==> config.mk <==
export PLATFORM = sky130hd
export DESIGN_NAME = grad_frame_ctrl_flat
export DESIGN_NICKNAME = d
export VERILOG_FILES = /design/src/rtl/grad_pkg.sv /design/src/rtl/grad_frame_ctrl_if.sv /design/src/rtl/grad_tag_pipe.sv /design/src/rtl/grad_frame_ctrl.sv /design/src/flat_wrapper.sv
export SDC_FILE = /design/constraint.sdc
export NUM_CORES = 1
export LEC_CHECK = 0
export BUFFER_PORTS_ARGS = -buffer_cell sky130_fd_sc_hd__buf_4
export CAP_MARGIN = 5
export CORE_UTILIZATION = 45
export CTS_CLUSTER_SIZE = 14
export DETAILED_ROUTE_END_ITERATION = 6
export GPL_ROUTABILITY_DRIVEN = 0
export GPL_TIMING_DRIVEN = 0
export MAX_ROUTING_LAYER = met4
export PLACE_DENSITY = 0.7
export SLEW_MARGIN = 40
export SYNTH_ARGS = -nofsm -noshare
export SYNTH_HDL_FRONTEND = slang
export SYNTH_SLANG_ARGS = --single-unit
==> constraint.sdc <==
create_clock -name clk -period 2.7 [get_ports clk]
set_input_delay 0.54 -clock clk [delete_from_list [all_inputs] [get_ports clk]]
set_output_delay 0.54 -clock clk [all_outputs]
set_load 0.02 [all_outputs]
==> src/rtl/grad_pkg.sv <==
// Shared types for the Sobel frame sequencer: FSM states, gradient data width
// and the per-output tag carried alongside the engine latency.
package grad_pkg;
    typedef enum logic [1:0] {
        ST_IDLE  = 2'd0,
        ST_RUN   = 2'd1,
        ST_FLUSH = 2'd2,
        ST_DRAIN = 2'd3
    } grad_state_e;

    localparam int GRAD_DW = 14;

    typedef struct packed {
        logic valid;
        logic sof;
        logic eol;
        logic eof;
        logic border;
    } grad_tag_t;
endpackage

==> src/rtl/grad_frame_ctrl_if.sv <==
// Pixel input stream and tagged gradient output stream of the frame sequencer.
// Handshake: a pixel transfers on every rising edge where pix_valid and pix_ready
// are both high; the output stream has no backpressure and is valid when out_valid=1.
interface grad_frame_ctrl_if;
    import grad_pkg::*;

    logic               pix_valid;
    logic [7:0]         pix_data;
    logic               pix_ready;
    logic               out_valid;
    logic [GRAD_DW-1:0] out_data;
    logic               out_sof;
    logic               out_eol;
    logic               out_eof;

    modport master (
        output pix_valid, pix_data,
        input  pix_ready, out_valid, out_data, out_sof, out_eol, out_eof
    );

    modport slave (
        input  pix_valid, pix_data,
        output pix_ready, out_valid, out_data, out_sof, out_eol, out_eof
    );
endinterface

==> src/rtl/grad_tag_pipe.sv <==
// Clearable LAT-deep shift register of output tags; advances every cycle so the
// tag leaves the last stage exactly when the engine result for its centre is registered.
module grad_tag_pipe
    import grad_pkg::*;
#(
    parameter int LAT = 4
) (
    input  logic      clk,
    input  logic      rst_n,
    input  logic      i_clr,
    input  grad_tag_t i_tag,
    output grad_tag_t o_tag
);
    grad_tag_t r_stage [LAT];

    always_ff @(posedge clk or negedge rst_n) begin
        if (!rst_n) begin
            for (int i = 0; i < LAT; i++) r_stage[i] <= '0;
        end else if (i_clr) begin
            for (int i = 0; i < LAT; i++) r_stage[i] <= '0;
        end else begin
            r_stage[0] <= i_tag;
            for (int i = 1; i < LAT; i++) r_stage[i] <= r_stage[i-1];
        end
    end

    assign o_tag = r_stage[LAT-1];
endmodule

==> src/rtl/grad_frame_ctrl.sv <==
// Frame sequencer for the Sobel gradient engine: gates the engine, injects the
// trailing flush, tags outputs. Optional GRAD_CTRL_STATS_EN adds frame/stall counters.
module grad_frame_ctrl
    import grad_pkg::*;
#(
    parameter int IMG_W = 1024,
    parameter int IMG_H = 768,
    parameter int LAT   = 4
) (
    input  logic               clk,
    input  logic               rst_n,
    input  logic               start,
    input  logic               abort,
    grad_frame_ctrl_if.slave   bus,
    output logic               eng_en,
    output logic [7:0]         eng_gray,
    input  logic [GRAD_DW-1:0] eng_data,
    output logic               busy,
    output logic               done,
`ifdef GRAD_CTRL_STATS_EN
    output logic [15:0]        frame_cnt,
    output logic [31:0]        stall_cnt,
`endif
    output grad_state_e        dbg_state
);
    localparam int NPIX = IMG_W * IMG_H;
    localparam int IW   = $clog2(NPIX + IMG_W + 2);
    localparam int CW   = $clog2(IMG_W);
    localparam int RW   = $clog2(IMG_H);

    localparam logic [IW-1:0] IDX_LAST_PIX   = IW'(NPIX - 1);
    localparam logic [IW-1:0] IDX_LAST_FLUSH = IW'(NPIX + IMG_W);
    localparam logic [IW-1:0] IDX_PRIME      = IW'(IMG_W + 1);
    localparam logic [CW-1:0] COL_LAST       = CW'(IMG_W - 1);
    localparam logic [RW-1:0] ROW_LAST       = RW'(IMG_H - 1);

    grad_state_e        r_state;
    logic               r_pix_ready;
    logic               r_busy;
    logic               r_done;
    logic [IW-1:0]      r_in_idx;
    logic [CW-1:0]      r_col;
    logic [RW-1:0]      r_row;
    logic [GRAD_DW-1:0] r_eng_q;
    logic               w_push;
    grad_tag_t          w_tag;
    grad_tag_t          w_out;

    assign eng_en   = (r_state == ST_FLUSH) | (bus.pix_valid & r_pix_ready);
    assign eng_gray = r_pix_ready ? bus.pix_data : 8'd0;
    // The first IMG_W+1 enables only prime the engine window; they have no centre yet.
    assign w_push   = eng_en && (r_in_idx >= IDX_PRIME);

    always_comb begin
        w_tag = '0;
        if (w_push) begin
            w_tag.valid  = 1'b1;
            w_tag.sof    = (r_row == '0) && (r_col == '0);
            w_tag.eol    = (r_col == COL_LAST);
            w_tag.eof    = (r_row == ROW_LAST) && (r_col == COL_LAST);
            w_tag.border = (r_row == '0) || (r_row == ROW_LAST) ||
                           (r_col == '0) || (r_col == COL_LAST);
        end
    end

    always_ff @(posedge clk or negedge rst_n) begin
        if (!rst_n) begin
            r_state     <= ST_IDLE;
            r_pix_ready <= 1'b0;
            r_busy      <= 1'b0;
            r_done      <= 1'b0;
            r_in_idx    <= '0;
            r_col       <= '0;
            r_row       <= '0;
        end else if (abort) begin
            r_state     <= ST_IDLE;
            r_pix_ready <= 1'b0;
            r_busy      <= 1'b0;
            r_done      <= 1'b0;
            r_in_idx    <= '0;
            r_col       <= '0;
            r_row       <= '0;
        end else begin
            r_done <= 1'b0;
            if (eng_en) r_in_idx <= r_in_idx + IW'(1);
            if (w_push) begin
                if (r_col == COL_LAST) begin
                    r_col <= '0;
                    r_row <= (r_row == ROW_LAST) ? '0 : r_row + RW'(1);
                end else begin
                    r_col <= r_col + CW'(1);
                end
            end
            case (r_state)
                ST_IDLE: if (start) begin
                    r_state     <= ST_RUN;
                    r_pix_ready <= 1'b1;
                    r_busy      <= 1'b1;
                    r_in_idx    <= '0;
                    r_col       <= '0;
                    r_row       <= '0;
                end
                ST_RUN: if (eng_en && (r_in_idx == IDX_LAST_PIX)) begin
                    r_state     <= ST_FLUSH;
                    r_pix_ready <= 1'b0;
                end
                ST_FLUSH: if (r_in_idx == IDX_LAST_FLUSH) r_state <= ST_DRAIN;
                ST_DRAIN: if (w_out.valid && w_out.eof) begin
                    r_state <= ST_IDLE;
                    r_busy  <= 1'b0;
                    r_done  <= 1'b1;
                end
                default: r_state <= ST_IDLE;
            endcase
        end
    end

    // Engine result is captured on the same edge its tag enters the last pipe stage.
    always_ff @(posedge clk or negedge rst_n) begin
        if (!rst_n) r_eng_q <= '0;
        else        r_eng_q <= eng_data;
    end

    grad_tag_pipe #(.LAT(LAT)) u_tag_pipe (
        .clk   (clk),
        .rst_n (rst_n),
        .i_clr (abort),
        .i_tag (w_tag),
        .o_tag (w_out)
    );

    assign bus.pix_ready = r_pix_ready;
    assign bus.out_valid = w_out.valid;
    assign bus.out_data  = (w_out.valid && !w_out.border) ? r_eng_q : '0;
    assign bus.out_sof   = w_out.sof;
    assign bus.out_eol   = w_out.eol;
    assign bus.out_eof   = w_out.eof;
    assign busy          = r_busy;
    assign done          = r_done;
    assign dbg_state     = r_state;

`ifdef GRAD_CTRL_STATS_EN
    logic [15:0] r_frame_cnt;
    logic [31:0] r_stall_cnt;

    always_ff @(posedge clk or negedge rst_n) begin
        if (!rst_n) begin
            r_frame_cnt <= '0;
            r_stall_cnt <= '0;
        end else begin
            if (r_done) r_frame_cnt <= r_frame_cnt + 16'd1;
            if ((r_state == ST_IDLE) && start && !abort) r_stall_cnt <= '0;
            else if ((r_state == ST_RUN) && !bus.pix_valid) r_stall_cnt <= r_stall_cnt + 32'd1;
        end
    end

    assign frame_cnt = r_frame_cnt;
    assign stall_cnt = r_stall_cnt;
`endif
endmodule

==> src/flat_wrapper.sv <==
// flat-port wrapper written by rule: the top's interface ports become plain ports
module grad_frame_ctrl_flat import grad_pkg::*;
#(
    parameter int IMG_W = 1024,
    parameter int IMG_H = 768,
    parameter int LAT   = 4
)
  (clk, rst_n, start, abort, eng_en, eng_gray, eng_data, busy, done, dbg_state, bus_pix_valid, bus_pix_data, bus_pix_ready, bus_out_valid, bus_out_data, bus_out_sof, bus_out_eol, bus_out_eof);
  grad_frame_ctrl_if bus_i ();
  input  logic clk;
  input  logic rst_n;
  input  logic start;
  input  logic abort;
  output logic eng_en;
  output logic [7:0] eng_gray;
  input  logic [GRAD_DW-1:0] eng_data;
  output logic busy;
  output logic done;
  output grad_state_e dbg_state;
  input wire logic [$bits(bus_i.pix_valid)-1:0] bus_pix_valid;
  input wire logic [$bits(bus_i.pix_data)-1:0] bus_pix_data;
  output wire logic [$bits(bus_i.pix_ready)-1:0] bus_pix_ready;
  output wire logic [$bits(bus_i.out_valid)-1:0] bus_out_valid;
  output wire logic [$bits(bus_i.out_data)-1:0] bus_out_data;
  output wire logic [$bits(bus_i.out_sof)-1:0] bus_out_sof;
  output wire logic [$bits(bus_i.out_eol)-1:0] bus_out_eol;
  output wire logic [$bits(bus_i.out_eof)-1:0] bus_out_eof;
  assign bus_i.pix_valid = bus_pix_valid;
  assign bus_i.pix_data = bus_pix_data;
  assign bus_pix_ready = bus_i.pix_ready;
  assign bus_out_valid = bus_i.out_valid;
  assign bus_out_data = bus_i.out_data;
  assign bus_out_sof = bus_i.out_sof;
  assign bus_out_eol = bus_i.out_eol;
  assign bus_out_eof = bus_i.out_eof;
  grad_frame_ctrl #(.IMG_W(IMG_W), .IMG_H(IMG_H), .LAT(LAT)) u_core (.clk(clk), .rst_n(rst_n), .start(start), .abort(abort), .bus(bus_i), .eng_en(eng_en), .eng_gray(eng_gray), .eng_data(eng_data), .busy(busy), .done(done), .dbg_state(dbg_state));
endmodule
; ---- After elaboration in Yosys (flattened, before gate mapping)
; Cells that the tools add are included.
[classes]
addsub = 3
magnitude_cmp = 1
n_eq_ne = 11
muxes = 35
n_bitwise = 2
n_reduce_logical = 18
[op_table]
columns = cell, n
row1 = $mux W10, 11
row2 = $mux W20, 5
row3 = $eq A20 B20 Y1 const B, 2
row4 = $add A10 B1 Y10 const B, 2
row5 = $add A20 B1 Y20 const B, 1
row6 = $eq A10 B10 Y1 const B, 2
row7 = $ge A20 B11 Y1 const B, 1
row8 = $logic_not A10 Y1, 2
row9 = $mux W14, 1
row10 = $mux W2, 5
row11 = $mux W1, 8
row12 = $mux W8, 1
row13 = $pmux W2 S4, 1
row14 = $logic_and A1 B1 Y1, 6
row15 = $ne A3 B2 Y1 const B, 2
row16 = $ne A3 B3 Y1 const B, 2
row17 = $reduce_and A3 Y1, 2
row18 = $reduce_bool A3 Y1, 2
row19 = $mux W5, 1
row20 = $eq A2 B2 Y1 const B, 2
row21 = $pmux W1 S2, 2
row22 = $reduce_and A4 Y1, 1
row23 = $logic_or A1 B1 Y1, 3
row24 = $eq A2 B1 Y1 const B, 1
row25 = other kinds (4), 4
[word_totals]
regBits = 79
inputBits = 27
output_inout_bits = 32

; ---- Depth between registers and ports, before layout
; Gate-level depths: netlist of run 1.
[depth]
ltp_word = 7
depth_mapped = 8
ltp_nobuf = 8

; ---- Hierarchy
; Synthesis of run 1 repeated with hierarchy kept, for this count alone.
[unflattened]
cells_unflattened = 378
hier_area_um2 = 3938.8
[modules_own_cells]
columns = mod, instances, cells_each, area_each_um2, seq_area_each_um2
row1 = grad_frame_ctrl, 1, 331, 3183.1, 1476.4
row2 = grad_tag_pipe, 1, 47, 755.7, 500.5

; ---- Worst setup path after synthesis of run 1
; Ideal clock, no wire load.
[synth_path]
kind = reg2reg
startpoint = register u_core.r_state[0], in the netlist u_core.dbg_state[0]
endpoint = register u_core.r_state[0], in the netlist u_core.dbg_state[0]
setup_ps = 128
arrival_ps = 1915
t_required_ps = 2572
slack_ps = 658
stages_incl_launch_ff = 8
path_cell_list = dfrtp_1 > inv_1 > ha_1 > a21oi_4 > nor4_4 > nand4_2 > a2bb2oi_2 > mux2_1
[synth_between]
elab_chain_len = 5
[synth_rtl]
columns = element, line
row1 = from (decl), grad_frame_ctrl.sv:37  ; grad_state_e r_state;
row2 = from (signal assigned), grad_frame_ctrl.sv:68  ; r_state <= ST_IDLE;
row3 = from (signal assigned), grad_frame_ctrl.sv:76  ; r_state <= ST_IDLE;
row4 = from (signal assigned), grad_frame_ctrl.sv:96  ; r_state <= ST_RUN;
row5 = $eq A2 B2 Y1, "grad_frame_ctrl.sv:49, grad_frame_ctrl.sv:94"
row6 = $or A1 B1 Y1, grad_frame_ctrl.sv:49  ; assign eng_en = (r_state == ST_FLUSH) | (bus.pix_valid & r_pix_ready);
row7 = $logic_and A1 B1 Y1, grad_frame_ctrl.sv:103  ; ST_RUN: if (eng_en && (r_in_idx == IDX_LAST_PIX)) begin
row8 = $ne A3 B2 Y1 (no source line), -
row9 = $reduce_and A4 Y1 (no source line), -
; Parallel ways exist; a longest one is shown, timed or not.
; A chain may end at the register's enable or synchronous reset.

; ---- Final worst setup path of run 1
[layout_path]
startpoint = register u_core.r_state[0], in the netlist u_core.dbg_state[0]
endpoint = output eng_en
[layout_between]
elab_chain_len = 2
[layout_rtl]
columns = element, line
row1 = $eq A2 B2 Y1, grad_frame_ctrl.sv:49
row2 = $or A1 B1 Y1, grad_frame_ctrl.sv:49
row3 = to (decl), flat_wrapper.sv:14  ; output logic eng_en;
; No other way between the ends.

==> results of run 1 <==
==> how the worst min path moves through the flow <==
stage                                        from                           end  slack [ns]  cells past startpoint
finish                                      rst_n           u_core.r_in_idx[12]        0.21                      1
global route                                rst_n            u_core.r_in_idx[7]        0.26                      1
CTS                                         rst_n            u_core.r_in_idx[4]        0.24                      1
detailed placement  u_core.u_tag_pipe.r_stage[10]  u_core.u_tag_pipe.r_stage[5]        0.45                      1
global placement    u_core.u_tag_pipe.r_stage[12]  u_core.u_tag_pipe.r_stage[7]        0.44                      1
floorplan                                   rst_n          u_core.bus.pix_ready        0.24                      0
==> Yosys cell counts, drive strengths merged (4+ instances only) <==
| cell type | n |
|---|---|
| a21oi | 6 |
| and2 | 24 |
| and3 | 4 |
| buf | 4 |
| clkbuf | 8 |
| dfrtp | 79 |
| ha | 11 |
| inv | 17 |
| mux2i | 5 |
| nand2 | 27 |
| nand2b | 5 |
| nand3 | 14 |
| nand4 | 14 |
| nor2 | 41 |
| nor2b | 17 |
| nor3 | 8 |
| nor4 | 10 |
| o211ai | 7 |
| o21ai | 10 |
| or4 | 4 |
| xnor2 | 6 |
| xor2 | 17 |
==> worst reg2reg max path, stage by stage, from the launching register on <==
cell,delay [ns]
dfrtp_1,0.44
inv_1,0.13
ha_1,0.24
a21oi_4,0.11
nor4_4,0.48
nand4_2,0.18
a2bb2oi_2,0.21
mux2_1,0.33
==> logic make-up after synthesis <==
logic type / Yosys count
AND/OR/NAND/NOR: 175
multiplexers: 6
buffers and inverters: 29
flip-flops: 79
AO/OA/AOI/OAI: 39
XOR/XNOR: 23
adder cells (fa/ha/maj): 11
==> layer usage <==
layer	part of all wire	vias up	global-route usage
met1	0.47	1331	0.228
met3	0.059	8	0.0548
met4	0.0088	0	0.0492
met2	0.47	76	0.304
li1	-	1385	-
met5	0	-	-
==> area by class of cell <==
cell class,instances,share of cell area
flip-flops and latches,79,0.424
multi-input cells,254,0.380
repair buffers,58,0.0943
well taps,105,0.0282
clock buffers,9,0.0266
clock inverters,7,0.0185
plain buffers,12,0.0148
inverters,17,0.0137
==> flip-flops by register name, indices dropped and copies added, names as in the netlist <==
register                   count
u_core.r_in_idx               20
u_core.u_tag_pipe.r_stage     15
u_core.r_eng_q                14
u_core.r_col                  10
u_core.r_row                  10
u_core.u_tag_pipe.o_tag        5
u_core.dbg_state               2
u_core.bus.pix_ready           1
u_core.busy                    1
u_core.done                    1
==> power breakdown <==
part	internal [W]	switching, W	total [W]
Sequential	0.00122	0.0000317	0.00125
Clock	0.000448	0.000483	0.000931
Combinational	0.000229	0.000365	0.000594
Total	0.00190	0.000880	0.00278
==> metrics by stage <==
| step | worst slack, ns | total power, W | instance area [um^2] | hold WS [ns] | instances |
|---|---|---|---|---|---|
| after floorplan | 0.658 | 0.00165 | 3880 | 0.244 | 362 |
| after global placement | 0.511 | 0.00186 | 4440 | 0.441 | 525 |
| after detailed placement | 0.481 | 0.00188 | 4450 | 0.446 | 525 |
| after CTS | 0.225 | 0.00281 | 4660 | 0.238 | 541 |
| after global routing | 0.149 | 0.00293 | 4660 | 0.259 | 541 |
| final | 0.253 | 0.00278 | 4660 | 0.211 | 541 |
==> results.md, run 1 <==
- Post-Syn Nets: 400
- Status: finished, final reports clean
- Final Hold Vio Count: 0
- Period utilization: 0.906
- Final Skew: 0.00780 ns
- ANT nets after route: 0
- Inserted Clock Buffers: 9
- Setup slack, reg-to-reg: 0.49 ns
- Vias in the first global route: 2700
- Mapped Avg Cell Area: 10.7 um^2
- Yosys top cell area share: 0.510
- Fin nets: 469
- Routed WL: 7470 um
- Power per standard cell area: 596 mW/mm^2
- Crit. End Element: primary output
- Synth warn: 0
- PostCTS Resize Cnt: 0
- Max Cap Viol: 0
- Compound-Gate Fraction of Synth Area: 0.0849
- Chip height: 94.8 um
- Largest family of logic cells by synthesized area: simple AND/OR/NAND/NOR gates
- Antenna diodes: 0
- Multi-input logic area: 0.00177 mm^2
- Worst-case clock buffer depth: 2
- Cell taking the most area after synthesis: dfrtp_1
- Netlist Area Pre-Place: 0.00388 mm^2
- Share of layout cells above drive strength 1: 0.241
- Worst r2r path cells: 7
- Remaining DRCs: 0
- Final global-route overflow total: 0
- HP Class: primary input to asynchronous set/reset pin
- Crit-path max cell delay: 0.43 ns
- Initial core utilization: 0.470
- Critical Path Fanout Max: 9
- Post-layout min period: 2.45 ns
- Initial antenna violation count: 0
- Setup bufs post-CTS: 0
- Data required, critical path: 2.16 ns
- CP max stage cell: dfrtp_1
- WP buf/inv: 3
- Post-synth EDFFs: 0
- Slew Viols, Final: 0
- Crit path to: eng_en
- # IOs: 59
- Delay-heaviest family, CP: buffers and inverters
- Clk sinks: 79
- Sequential share of the synthesized area: 0.510
- Final setup violation count: 0
- Die X-Extent: 94.8 um
- Port bufs: 58
- Largest net degree at the start of global routing: 80
- Routed vias/inst: 5.18
- Post-synthesis mux area share: 0.0158
- CTS root buffer: clkbuf_8
- Main synth FF type: dfrtp_1
- # fillers: 697
- H-tree Lvls: 3
- Final core occ: 0.564
- Top cells by area, synth: dfrtp_1 (51%), and2_1 (3.9%), nor2_1 (3.9%), xor2_1 (3.8%), ha_1 (3.5%)
- XOR/XNOR Fraction of Synth Area: 0.0520
- Detailed placement HPWL: 5310 um
- CP Class: flip-flop to primary output
- DRT iter0 DRCs: 141
- VDD IR max: 0.000313 V
- CP Cell Sequence: inv_1 > ha_1 > a21oi_4 > inv_2 > buf_4
- Clock transition at the registers of the reported paths: 0.09 ns
- Area growth syn-to-layout: 20.1%
- Slew margin rel.: 0.531
- Slew @ Worst Pin: 0.703 ns
- Commonest non-fill, non-tap cell in the layout: dfrtp_1
- Core Region: 0.00826 mm^2
- First-pass GRT wire length: 12500 um
- Gr usage total: 0.187
- RR Startpoint: u_core.dbg_state[0]
- Crit start category: flip-flop
- Worst-Skew Late Latency: 0.35 ns
- RSZ-0062 raised after global routing: false
- FF+latch area: 0.00198 mm^2
- Synth Area in Simple Gates: 0.268
- P_leak: 2.20 nW
- Synth Instances: 362
- CTS tree: yes
- Worst Setup SP: u_core.dbg_state[0]
- Cell variety after synth: 57
- Worst EP arrival: 1.91 ns
- FMAX: 409 MHz
- TritonRoute pass-1 iters: 4
- Seq cells post-synth: 79
- Ys async rst share: 1.00
- Worst path depth: 5
- Hold buffer count at CTS: 0
- Post-Route Setup TNS: 0 ns
- Placement row count: 33
- Most frequent cells in the layout: dfrtp_1 (79), buf_4 (57), nor2_1 (40)
- Via Count: 2800
- DIE AREA: 0.00899 mm^2
- Drt wl/cell: 13.8 um
- Post-Synth Adder-Cell Area: 0.0355
- R2r endpoint: u_core.dbg_state[0]
Power figures use the tool's default switching activity.
==> run 2, diff against run 1 <==
Settings changed: PLACE_DENSITY 0.7 to 0.67.
==> run 2 against run 1 <==
Effect of this change:
- final cell count did not move
- non-clock buffer count stayed put
- fmax rose by 2.6%
- clock skew rose by 0.0051 ns
- die area unchanged
- sequential share of layout area is essentially flat
- clock power shrank 2%
- sequential power about the same
- count of clock-buffer cells in the layout stayed put
==> results.md, run 2 (same netlist as run 1, synthesis figures left out) <==
- Status: finished, final reports clean
- Max reg flops: 20
- Top Registers: u_core.r_in_idx x20, u_core.u_tag_pipe.r_stage x15, u_core.r_eng_q x14
- Worst-case clock buffer depth: 2
- Port bufs: 58
- Clk sinks: 79
- Area growth syn-to-layout: 20.2%
- Most frequent cells in the layout: dfrtp_1 (79), buf_4 (57), nor2_1 (40)
- Delay-heaviest family, CP: buffers and inverters
- Crit. End Element: primary output
- Chip height: 94.8 um
- Top reg by flops: u_core.r_in_idx
- Slew margin rel.: 0.514
- First-pass GRT wire length: 12200 um
- CP Class: flip-flop to primary output
- Worst path depth: 5
- Routed vias/inst: 5.18
- R2r endpoint: u_core.dbg_state[0]
- Placement row count: 33
- WP buf/inv: 3
- Gr usage total: 0.185
- TritonRoute pass-1 iters: 4
- Worst EP arrival: 1.84 ns
- H-tree Lvls: 3
- Initial antenna violation count: 0
- Hold buffer count at CTS: 0
- Final Skew: 0.0129 ns
- Period utilization: 0.883
- CP Cell Sequence: inv_1 > ha_1 > a21oi_4 > inv_2 > buf_4
- Via Count: 2805
- Data required, critical path: 2.16 ns
- HP Class: primary input to asynchronous set/reset pin
- Routed WL: 7370 um
- Power per standard cell area: 592 mW/mm^2
- Largest net degree at the start of global routing: 80
- Final global-route overflow total: 0
- Clock transition at the registers of the reported paths: 0.09 ns
- Setup slack, reg-to-reg: 0.47 ns
- CP max stage cell: dfrtp_1
- Die X-Extent: 94.8 um
- ANT nets after route: 0
- FMAX: 419 MHz
- PostCTS Resize Cnt: 0
- Core Region: 0.00826 mm^2
- Final setup violation count: 0
- Commonest non-fill, non-tap cell in the layout: dfrtp_1
- Drt wl/cell: 13.6 um
- Tot Pwr: 0.00276 W
- Max Cap Viol: 0
- Remaining DRCs: 0
- Inserted Clock Buffers: 9
- Slew @ Worst Pin: 0.729 ns
- # fillers: 726
- Crit start category: flip-flop
- Crit-path max cell delay: 0.41 ns
- VDD IR max: 0.000285 V
- Switch share: 0.314
- RSZ-0062 raised after global routing: false
- # IOs: 59
- Fin nets: 469
- Crit path to: eng_en
- P_leak: 2.20 nW
- Critical Path Fanout Max: 9
- Int Pwr: 0.00189 W
- RR Startpoint: u_core.dbg_state[0]
- Clock power frac: 0.332
- Antenna diodes: 0
- Worst r2r path cells: 7
- Reg power frac: 0.453
- Detailed placement HPWL: 5210 um
- Sw Pwr: 0.000867 W
- Post-Route Setup TNS: 0 ns
- Vias in the first global route: 2658
- Worst Setup SP: u_core.dbg_state[0]
- Setup bufs post-CTS: 0
- Initial core utilization: 0.470
- CTS tree: yes
- Share of layout cells above drive strength 1: 0.241
- DRT iter0 DRCs: 188
- DIE AREA: 0.00899 mm^2
- CTS root buffer: clkbuf_8
- Worst-Skew Late Latency: 0.36 ns
- Slew Viols, Final: 0
- Post-layout min period: 2.38 ns
- Final Hold Vio Count: 0
- Gate power share: 0.215
-- run 2: stage by stage --
step | instances | instance area, um^2 | hold slack [ns] | util | setup WS (ns)
finish | 541 | 4660 | 0.180 | 0.564 | 0.316
global route | 541 | 4660 | 0.248 | 0.564 | 0.190
CTS | 541 | 4660 | 0.223 | 0.564 | 0.282
detailed placement | 525 | 4450 | 0.449 | 0.539 | 0.490
global placement | 525 | 4440 | 0.440 | 0.538 | 0.512
floorplan | 362 | 3880 | 0.244 | - | 0.658
-- run 2: final cells by class --
class,count,area (um^2),share of cell area
plain buffers,12,68.8,0.0148
clock buffers,9,124,0.0266
clock inverters,7,87.6,0.0188
inverters,17,63.8,0.0137
multi-input cells,254,1770,0.379
flip-flops and latches,79,1980,0.424
well taps,105,131,0.0282
repair buffers,58,439,0.0943
-- run 2: per-layer routing --
layer | part of all wire | vias up | routed length (um) | track usage
li1 | - | 1383 | - | -
met1 | 0.46 | 1332 | 3420 | 0.233
met2 | 0.46 | 82 | 3360 | 0.283
met3 | 0.065 | 8 | 479 | 0.0531
met4 | 0.015 | 0 | 111 | 0.0720
met5 | 0 | - | 0 | -
-- run 2: how the worst min path moves through the flow --
stage	startpoint	endpoint	slack, ns	cells after the start
after floorplan	rst_n	u_core.bus.pix_ready	0.24	0
after global placement	u_core.u_tag_pipe.r_stage[16]	u_core.u_tag_pipe.r_stage[11]	0.44	1
after detailed placement	u_core.u_tag_pipe.r_stage[17]	u_core.u_tag_pipe.r_stage[12]	0.45	1
after CTS	rst_n	u_core.r_in_idx[12]	0.22	1
after global routing	rst_n	u_core.r_in_idx[11]	0.25	1
final	rst_n	u_core.r_in_idx[11]	0.18	1
-- run 2: power groups by stage --
stage / logic (W) / clock network (W) / registers (W)
after global routing: 0.000656 / 0.00101 / 0.00126
final: 0.000593 / 0.000916 / 0.00125
after floorplan: 0.000357 / 0 / 0.00130
after global placement: 0.000592 / 0 / 0.00127
after detailed placement: 0.000601 / 0 / 0.00127
after CTS: 0.000602 / 0.000948 / 0.00125
